## src/rtl/fetch_unit.sv

```systemverilog
// -----------------------------------------------------------------------------
// fetch_unit
//   Instruction fetch stage feeding the decoder. Generates sequential
//   word-aligned PCs, issues in-order requests to instruction memory, tags
//   each request with its PC and buffers returned words in a DEPTH-entry
//   prefetch FIFO. A redirect flushes the FIFO, drops every response that
//   belongs to the old path and restarts fetch at the new PC.
//
// Ports
//   clk, reset_n                 clock, asynchronous active-low reset
//   imem_req/imem_addr/imem_gnt  request channel (held until granted)
//   imem_rvalid/imem_rdata       in-order response channel
//   redirect_valid/redirect_pc   flush and restart (pc bits [1:0] ignored)
//   instr_valid/instr_ready      decode handshake for the FIFO head
//   instr/instr_pc/pc_plus8      head word, its address and address + 8
// -----------------------------------------------------------------------------
module fetch_unit #(
    parameter int unsigned DEPTH    = 2,
    parameter logic [31:0] RESET_PC = 32'h0
) (
    input  logic        clk,
    input  logic        reset_n,
    output logic        imem_req,
    output logic [31:0] imem_addr,
    input  logic        imem_gnt,
    input  logic        imem_rvalid,
    input  logic [31:0] imem_rdata,
    input  logic        redirect_valid,
    input  logic [31:0] redirect_pc,
    output logic        instr_valid,
    input  logic        instr_ready,
    output logic [31:0] instr,
    output logic [31:0] instr_pc,
    output logic [31:0] pc_plus8
);
    localparam int unsigned AW = $clog2(DEPTH);
    localparam int unsigned CW = AW + 1;
    localparam logic [CW:0] DEPTH_W = (CW+1)'(DEPTH);

    typedef enum logic [1:0] {
        ST_IDLE  = 2'd0,
        ST_FETCH = 2'd1,
        ST_FLUSH = 2'd2
    } state_t;

    state_t        state_r;
    logic [31:0]   fetch_pc_r;
    logic [CW-1:0] outstanding_r;
    logic [CW-1:0] discard_r;
    logic [CW-1:0] count_r;
    logic [AW-1:0] rd_ptr_r;
    logic [AW-1:0] wr_ptr_r;
    logic [AW-1:0] tag_rd_r;
    logic [AW-1:0] tag_wr_r;
    logic [31:0]   fifo_instr_r [DEPTH];
    logic [31:0]   fifo_pc_r    [DEPTH];
    logic [31:0]   tag_pc_r     [DEPTH];
    logic          instr_valid_r;
    logic [31:0]   instr_r;
    logic [31:0]   instr_pc_r;
    logic [31:0]   pc_plus8_r;

    logic          grant_s;
    logic          resp_s;
    logic          keep_s;
    logic          pop_s;
    logic          credit_s;
    logic [31:0]   target_pc_s;
    logic [CW-1:0] out_next_s;
    logic [CW-1:0] discard_next_s;
    logic [CW-1:0] count_next_s;
    logic [AW-1:0] rd_next_s;
    logic [31:0]   head_instr_s;
    logic [31:0]   head_pc_s;

    assign imem_addr   = fetch_pc_r;
    assign instr_valid = instr_valid_r;
    assign instr       = instr_r;
    assign instr_pc    = instr_pc_r;
    assign pc_plus8    = pc_plus8_r;

    // Handshake decode, credit check and next-head selection
    always_comb begin
        target_pc_s = redirect_pc & 32'hFFFF_FFFC;
        // every granted or buffered word holds one FIFO slot, so the FIFO cannot overflow
        credit_s    = ({1'b0, outstanding_r} + {1'b0, count_r}) < DEPTH_W;
        imem_req    = (state_r == ST_FETCH) & ~redirect_valid & credit_s;
        grant_s     = imem_req & imem_gnt;
        // a response with nothing outstanding is a protocol error and is ignored
        resp_s      = imem_rvalid & (outstanding_r != {CW{1'b0}});
        keep_s      = resp_s & (state_r == ST_FETCH) & ~redirect_valid;
        // the head is wrong-path during a redirect, so it is not consumed
        pop_s       = instr_valid_r & instr_ready & ~redirect_valid;
        out_next_s     = outstanding_r + CW'(grant_s) - CW'(resp_s);
        discard_next_s = discard_r - CW'(resp_s & (state_r == ST_FLUSH));
        count_next_s   = count_r + CW'(keep_s) - CW'(pop_s);
        rd_next_s      = rd_ptr_r + AW'(pop_s);
        // a word landing in the slot that becomes the head is forwarded into the output register
        if (keep_s && (wr_ptr_r == rd_next_s)) begin
            head_instr_s = imem_rdata;
            head_pc_s    = tag_pc_r[tag_rd_r];
        end else begin
            head_instr_s = fifo_instr_r[rd_next_s];
            head_pc_s    = fifo_pc_r[rd_next_s];
        end
    end

    // Fetch FSM: fetch PC, outstanding requests and wrong-path discard count
    always_ff @(posedge clk or negedge reset_n) begin
        if (!reset_n) begin
            state_r       <= ST_IDLE;
            fetch_pc_r    <= RESET_PC;
            outstanding_r <= {CW{1'b0}};
            discard_r     <= {CW{1'b0}};
        end else begin
            outstanding_r <= out_next_s;
            case (state_r)
                ST_IDLE: begin
                    state_r   <= ST_FETCH;
                    discard_r <= {CW{1'b0}};
                    if (redirect_valid) begin
                        fetch_pc_r <= target_pc_s;
                    end
                end
                ST_FETCH: begin
                    if (redirect_valid) begin
                        fetch_pc_r <= target_pc_s;
                        discard_r  <= out_next_s;
                        if (out_next_s != {CW{1'b0}}) begin
                            state_r <= ST_FLUSH;
                        end else begin
                            state_r <= ST_FETCH;
                        end
                    end else if (grant_s) begin
                        fetch_pc_r <= fetch_pc_r + 32'd4;
                    end
                end
                ST_FLUSH: begin
                    discard_r <= discard_next_s;
                    if (redirect_valid) begin
                        fetch_pc_r <= target_pc_s;
                    end
                    if (discard_next_s == {CW{1'b0}}) begin
                        state_r <= ST_FETCH;
                    end else begin
                        state_r <= ST_FLUSH;
                    end
                end
                default: begin
                    state_r <= ST_IDLE;
                end
            endcase
        end
    end

    // FIFO and tag queue pointers, occupancy and registered decode outputs
    always_ff @(posedge clk or negedge reset_n) begin
        if (!reset_n) begin
            count_r       <= {CW{1'b0}};
            rd_ptr_r      <= {AW{1'b0}};
            wr_ptr_r      <= {AW{1'b0}};
            tag_rd_r      <= {AW{1'b0}};
            tag_wr_r      <= {AW{1'b0}};
            instr_valid_r <= 1'b0;
            instr_r       <= 32'h0;
            instr_pc_r    <= 32'h0;
            pc_plus8_r    <= 32'h8;
        end else if (redirect_valid) begin
            count_r       <= {CW{1'b0}};
            rd_ptr_r      <= {AW{1'b0}};
            wr_ptr_r      <= {AW{1'b0}};
            tag_rd_r      <= {AW{1'b0}};
            tag_wr_r      <= {AW{1'b0}};
            instr_valid_r <= 1'b0;
        end else begin
            count_r       <= count_next_s;
            instr_valid_r <= (count_next_s != {CW{1'b0}});
            rd_ptr_r      <= rd_next_s;
            if (keep_s) begin
                wr_ptr_r <= wr_ptr_r + AW'(1'b1);
                tag_rd_r <= tag_rd_r + AW'(1'b1);
            end
            if (grant_s) begin
                tag_wr_r <= tag_wr_r + AW'(1'b1);
            end
            instr_r    <= head_instr_s;
            instr_pc_r <= head_pc_s;
            pc_plus8_r <= head_pc_s + 32'd8;
        end
    end

    // Prefetch FIFO words/PCs and the PC tag queue of issued requests
    always_ff @(posedge clk or negedge reset_n) begin
        if (!reset_n) begin
            for (int i = 0; i < int'(DEPTH); i++) begin
                fifo_instr_r[i] <= 32'h0;
                fifo_pc_r[i]    <= 32'h0;
                tag_pc_r[i]     <= 32'h0;
            end
        end else begin
            if (keep_s) begin
                fifo_instr_r[wr_ptr_r] <= imem_rdata;
                fifo_pc_r[wr_ptr_r]    <= tag_pc_r[tag_rd_r];
            end
            if (grant_s) begin
                tag_pc_r[tag_wr_r] <= fetch_pc_r;
            end
        end
    end

    fetch_unit_checker #(.CW(CW)) u_checker (
        .clk         (clk),
        .reset_n     (reset_n),
        .imem_rvalid (imem_rvalid),
        .outstanding (outstanding_r)
    );

endmodule

// -----------------------------------------------------------------------------
// fetch_unit_checker
//   Protocol checks for fetch_unit: a memory response must always answer an
//   outstanding request.
// Ports: clk, reset_n, imem_rvalid, outstanding (current request count)
// -----------------------------------------------------------------------------
module fetch_unit_checker #(
    parameter int unsigned CW = 2
) (
    input logic          clk,
    input logic          reset_n,
    input logic          imem_rvalid,
    input logic [CW-1:0] outstanding
);
    rvalid_has_request: assert property (
        @(posedge clk) disable iff (!reset_n) imem_rvalid |-> (outstanding != {CW{1'b0}})
    );
endmodule

```

## config.mk

```make
export PLATFORM = sky130hd
export DESIGN_NAME = fetch_unit
export DESIGN_NICKNAME = d
export VERILOG_FILES = /design/src/rtl/fetch_unit.sv
export SDC_FILE = /design/constraint.sdc
export NUM_CORES = 1
export LEC_CHECK = 0
export CORE_UTILIZATION = 50
export CTS_CLUSTER_SIZE = 8
export DETAILED_ROUTE_END_ITERATION = 6
export PLACE_DENSITY = 0.86
export SETUP_SLACK_MARGIN = 0.1
export SLEW_MARGIN = 0
export SYNTH_ARGS = -nofsm -noshare
export SYNTH_HDL_FRONTEND = slang
export SYNTH_SLANG_ARGS = --single-unit
```

## constraint.sdc

```tcl
create_clock -name clk -period 3.2 [get_ports clk]
set_input_delay 0.64 -clock clk [delete_from_list [all_inputs] [get_ports clk]]
set_output_delay 0.64 -clock clk [all_outputs]
set_load 0.1 [all_outputs]
```

; After elaboration in Yosys (flattened, before gate mapping)
; Index checks and enable logic that the tools add are counted.
[word_totals]
input_bits = 70
output_inout_bits = 130
register_bits = 333
[op_classes]
eq_ne = 6
magnitude_cmp = 7
bitwise = 14
n_reduce_logical = 15
n_mux = 37
n_addsub = 12
[op_table]
columns = operator, count
row1 = $mux 32, 16
row2 = $bwmux 64, 3
row3 = $demux 32 s1, 2
row4 = $pmux 32 s2, 1
row5 = $add 32x3->32 const B, 1
row6 = $add 32x4->32 const B, 1
row7 = $pmux 2 s3, 2
row8 = $reduce_bool 2->1, 6
row9 = $mux 2, 5
row10 = $and 1x1->1, 9
row11 = $ge 2x2->1 const B, 4
row12 = $mux 1, 8
row13 = $not 1->2, 4
row14 = $sub 2x1->2, 3
row15 = $add 2x1->2, 2
row16 = $logic_not 2->1, 2
row17 = $lt 2x1->1 const B, 2
row18 = $add 1x1->1 const B, 3
row19 = $add 2x2->3, 1
row20 = $logic_and 1x1->1, 3
row21 = $lt 3x2->1 const B, 1
row22 = $ne 3x3->1 const B, 1
row23 = $reduce_and 3->1, 1
row24 = $reduce_bool 3->1, 1
row25 = other kinds (9), 9

; Longest topological paths before layout
; Gate-level depths: netlist of the first run.
[depth]
ltp_word = 10
mapped_depth = 16
depth_no_buf = 13

; Least setup slack after synthesis of the first run
; Ideal clock, no wire load.
[synth_timing]
path_type = register -> register
from = register outstanding_r[0]
to = register state_r[0]
setup_ns = 0.134
path_stages_with_launch = 13
path_slack_ns = -3.011
t_arrival_ns = 6.077
cell_sequence = dfrtp_1 -> and2_1 -> fa_1 -> nor4b_1 -> nand2_1 -> ha_1 -> inv_1 -> ha_1 -> xnor2_1 -> xnor2_1 -> nor3b_1 -> a311oi_1 -> o22ai_1
[synth_between]
elab_chain_cells = 10
word_cells_on_any_way = 16
classes_between = add/sub: 4 / order compare: 1 / mux: 4 / bitwise: 4 / reduce/logical: 3
[synth_rtl]
columns = item, line_no
row1 = start: declaration, 48  ; logic [CW-1:0] outstanding_r;
row2 = start signal: assignment, 113  ; outstanding_r <= {CW{1'b0}};
row3 = start signal: assignment, 116  ; outstanding_r <= out_next_s;
row4 = $add 2x2->3, 86  ; credit_s = ({1'b0, outstanding_r} + {1'b0, count_r}) < DEPTH_W;
row5 = $lt 3x2->1, 86
row6 = $and 1x1->1, 87  ; imem_req = (state_r == ST_FETCH) & ~redirect_valid & credit_s;
row7 = via imem_req, 23  ; output logic imem_req,
row8 = $and 1x1->1, 88  ; grant_s = imem_req & imem_gnt;
row9 = $add 2x1->2, 94  ; out_next_s = outstanding_r + CW'(grant_s) - CW'(resp_s);
row10 = $sub 2x1->2, 94
row11 = via out_next_s[1], 69  ; logic [CW-1:0] out_next_s;
row12 = $reduce_bool 2->1, 129  ; if (out_next_s != {CW{1'b0}}) begin
row13 = $mux 2, 129
row14 = $mux 2, 126  ; if (redirect_valid) begin
row15 = $pmux 2 s3, 117  ; case (state_r)
row16 = end signal: assignment, 119  ; state_r <= ST_FETCH;
row17 = end signal: assignment, 130  ; state_r <= ST_FLUSH;
row18 = end signal: assignment, 132  ; state_r <= ST_FETCH;
row19 = end: declaration, 46  ; state_t state_r;
; The timed path passes the listed nets, and every way through them passes these cells. The select of a mux whose other input is x is not followed.
; A chain may end at the register's enable or synchronous reset.

; Worst setup path after layout of the first run
[layout_timing]
from = register state_r[1]
to = register pc_plus8_r[29], in the netlist pc_plus8[29]
[layout_between]
elab_chain_cells = 6
[layout_rtl]
columns = item, line_no
row1 = start signal: assignment, 111  ; state_r <= ST_IDLE;
row2 = start signal: assignment, 119
row3 = start signal: assignment, 130
row4 = $eq 2x1->1, 91  ; keep_s = resp_s & (state_r == ST_FETCH) & ~redirect_valid;
row5 = $and 1x1->1 (2 in a row), 91
row6 = $logic_and 1x1->1, 99  ; if (keep_s && (wr_ptr_r == rd_next_s)) begin
row7 = $mux 32, 99
row8 = $add 32x4->32, 188  ; pc_plus8_r <= head_pc_s + 32'd8;
row9 = end signal: assignment, 188
row10 = end: declaration, 61  ; logic [31:0] pc_plus8_r;
; Every way passes these cells.

==> flow_summary_export.csv, run 1 <==
group,metric,value,unit
outcome,outcome,"finished, final reports clean",
layout,fillers,2040,
cts,clock_sinks,318,
route,ant_nets,0,
timing,rsz0062_at_grt,"true",
global_routing,track_usage,28.5,%
route,drtIter0Drc,1534,
placed_design,port_buffers,191,
synthesis,ys_ff_latch,318,
floorplan,std_cell_rows,63,
route,viasPerCell,6.13,
placed_design,hpwl,29.1,mm
route,drc,0,
layout,nets,1953,
timing,hold_viol,0,
floorplan,fp.dieH,176,µm
layout,final_common_cell,"nand2_1",
placed_design,place_area,0.0183,mm²
cts,clock_latency,0.55,ns
global_routing,grt_first_pass_wirelength,70.7,mm
synthesis,syn_inst,1549,
setup_path,critPathLaunchType,"register",
synthesis,yosysWarningCount,0,
synthesis,synth_top_flop_cell,"dfrtp_1",
placed_design,gp_congestion,0.923,
cts,cts_tree,"done",
synthesis,synth_seq_area_share,52.6,%
setup_path,crit_arrival,3.59,ns
cts,hold_buffers,0,
route,first_pass_iters,6,
setup_path,critical_path_class,"register to register",
hold_path,holdCritPathClass,"input pin to async pin",
route,vias,13900,
floorplan,start_util,51.0,%
cts,cts.path.max_buffers,3,
global_routing,grt_pass1_vias,13700,
global_routing,grt_max_degree,93,
timing,min_period,3.18,ns
layout,drive_gt1_share,26.4,%
synthesis,syn_area,0.0151,mm²
timing,fin_skew,0.0219,ns
route,wirelength,46.3,mm
floorplan,ioPinCount,200,
layout,layout_common_cells,"nand2_1 (378), dfrtp_1 (315), buf_4 (288)",
layout,multiInputGateArea,0.00684,mm²
layout,synthToLayoutAreaGrowth,31.5,%
layout,regArea,0.00797,mm²
cts,cts_buffers,45,
global_routing,grt-ovfl-total,0,
synthesis,ys_types,75,
timing,worst_pin_slew,0.827,ns
timing,fmax,314,MHz
synthesis,avgSynthCellArea,9.78,µm²
cts,path_clk_slew,0.05,ns
floorplan,fp.dieW,176,µm
layout,n_antenna_cell,0,
timing,final_max_slew_viol_count,0,
cts,cts_root_buffer,"clkbuf_16",
cts,htree_levels,2,
route,wl_per_cell,20.4,µm
run,drv_cap,0,
layout,final_cell_area,0.0199,mm²
timing,post-route-period-util,99.4,%
synthesis,synth-edff-count,0,
synthesis,synthArstFlopShare,100,%
timing,setup_violations,0,
setup_path,path_max_fanout,7,
setup_path,end_kind,"register",
setup_path,required,3.61,ns
timing,slew_headroom,44.9,%
global_routing,antenna_found_initial,0,
floorplan,coreArea,0.0297,mm²
floorplan,dieArea,0.0310,mm²
## area by class of cell
| class | count | area share, % |
|---|---|---|
| flip-flops and latches | 318 | 40.0 |
| multi-input cells | 1094 | 34.4 |
| repair buffers | 379 | 16.4 |
| clock buffers | 58 | 6.16 |
| well taps | 390 | 2.45 |
| inverters | 32 | 0.603 |
| clock inverters | 1 | 0.0440 |
## flip-flops by register name (all words and copies together) (netlist names)
register and cells:
fifo_instr_r 64, state_r 2, tag_wr_r 1, outstanding_r 2, tag_pc_r 60, rd_ptr_r 1
discard_r 2, imem_addr 30, wr_ptr_r 1, instr 32, fifo_pc_r 60, pc_plus8 29
instr_valid 1, instr_pc 30, count_r 2, tag_rd_r 1
## per-layer routing
layer / part of all wire [%] / track usage, % / wire length [µm]
met1: 38 / 36.8 / 17600
met2: 48 / 47.1 / 22100
met3: 10 / 6.07 / 4840
met4: 3.7 / 10.4 / 1710
met5: 0 / 0 / 0
## synth_stat cells (15+ instances only)
cell | number | area, µm²
o21a_1 | 18 | 135
nand3_1 | 55 | 275
o21ai_0 | 84 | 420
o211ai_1 | 26 | 195
inv_1 | 31 | 116
mux2i_1 | 50 | 500
mux2_2 | 76 | 856
a21oi_1 | 110 | 551
o31ai_1 | 15 | 113
nor2_1 | 34 | 128
a221o_1 | 36 | 360
clkbuf_1 | 76 | 285
o22ai_1 | 15 | 93.8
dfrtp_1 | 317 | 7930
nand2_1 | 381 | 1430
## stage by stage
stage	instances	hold WS (ns)	util, %	TNS (ns)	worst slack (ns)
4_1_cts	2253	0.147	65.9	0	0.111
6_report	2272	0.108	67.0	0	0.0179
3_3_place_gp	2190	0.456	61.5	-4.25	-0.352
5_1_grt	2272	0.181	67.0	-0.212	-0.0738
3_5_place_dp	2190	0.462	61.5	-5.40	-0.411
2_1_floorplan	1554	0.344	-	-22.36	-0.585
## logic make-up after synthesis
family	share of synthesized area, %
buffers and inverters	3.95
AOI/OAI and AO/OA	15.8
and+or+nand+nor	16.3
adders and majority gates	1.12
xor gates and xnor gates	1.20
muxes	8.96
other	0.0248
DFF	52.6
## repair_timing
item	4_1_cts	5_1_grt
pin swaps	7	25
endpoints found under the setup margin	15	13
cloned	0	3
buffers inserted	4	16
resized for setup	9	25
## critical path, cell delays in order (launching register included)
cell       delay, ns
dfrtp_1         0.39
inv_2           0.08
ha_4            0.14
or3b_4          0.42
nor2_8          0.18
buf_6           0.13
clkbuf_16       0.14
o211ai_1        0.11
a222oi_1        0.42
nand3_1         0.14
buf_4           0.19
o41a_1          0.43
a221o_1         0.28
## final timing paths
check                                      start          endpoint  slack, ns  cells after the start
worst max-delay path                  state_r[1]      pc_plus8[29]       0.02                     12
worst min-delay path                     reset_n         instr[20]       0.11                      1
worst max register to register        state_r[1]      pc_plus8[29]       0.02                     12
worst min register to register  fifo_instr_r[55]  fifo_instr_r[55]       0.47                      2
max in group asynchronous                reset_n      imem_addr[7]       2.16                      2
min in group clk                  redirect_valid          tag_rd_r       0.36                      2
Power of run 1 is not shown: default switching activity piles up to over one toggle a cycle in this logic, so the estimate is an artifact.
==> run 2, diff against run 1 <==
--- a/config.mk
+++ b/config.mk
@@ -6,6 +6,7 @@
 export NUM_CORES = 1
 export LEC_CHECK = 0
 export CORE_UTILIZATION = 50
+export CTS_CLUSTER_DIAMETER = 150
 export CTS_CLUSTER_SIZE = 8
 export DETAILED_ROUTE_END_ITERATION = 6
 export PLACE_DENSITY = 0.86
==> results of run 2 <==
Final layout, timing and power as in run 1 (identical DEF).
Power of run 2 is left out for the same reason.
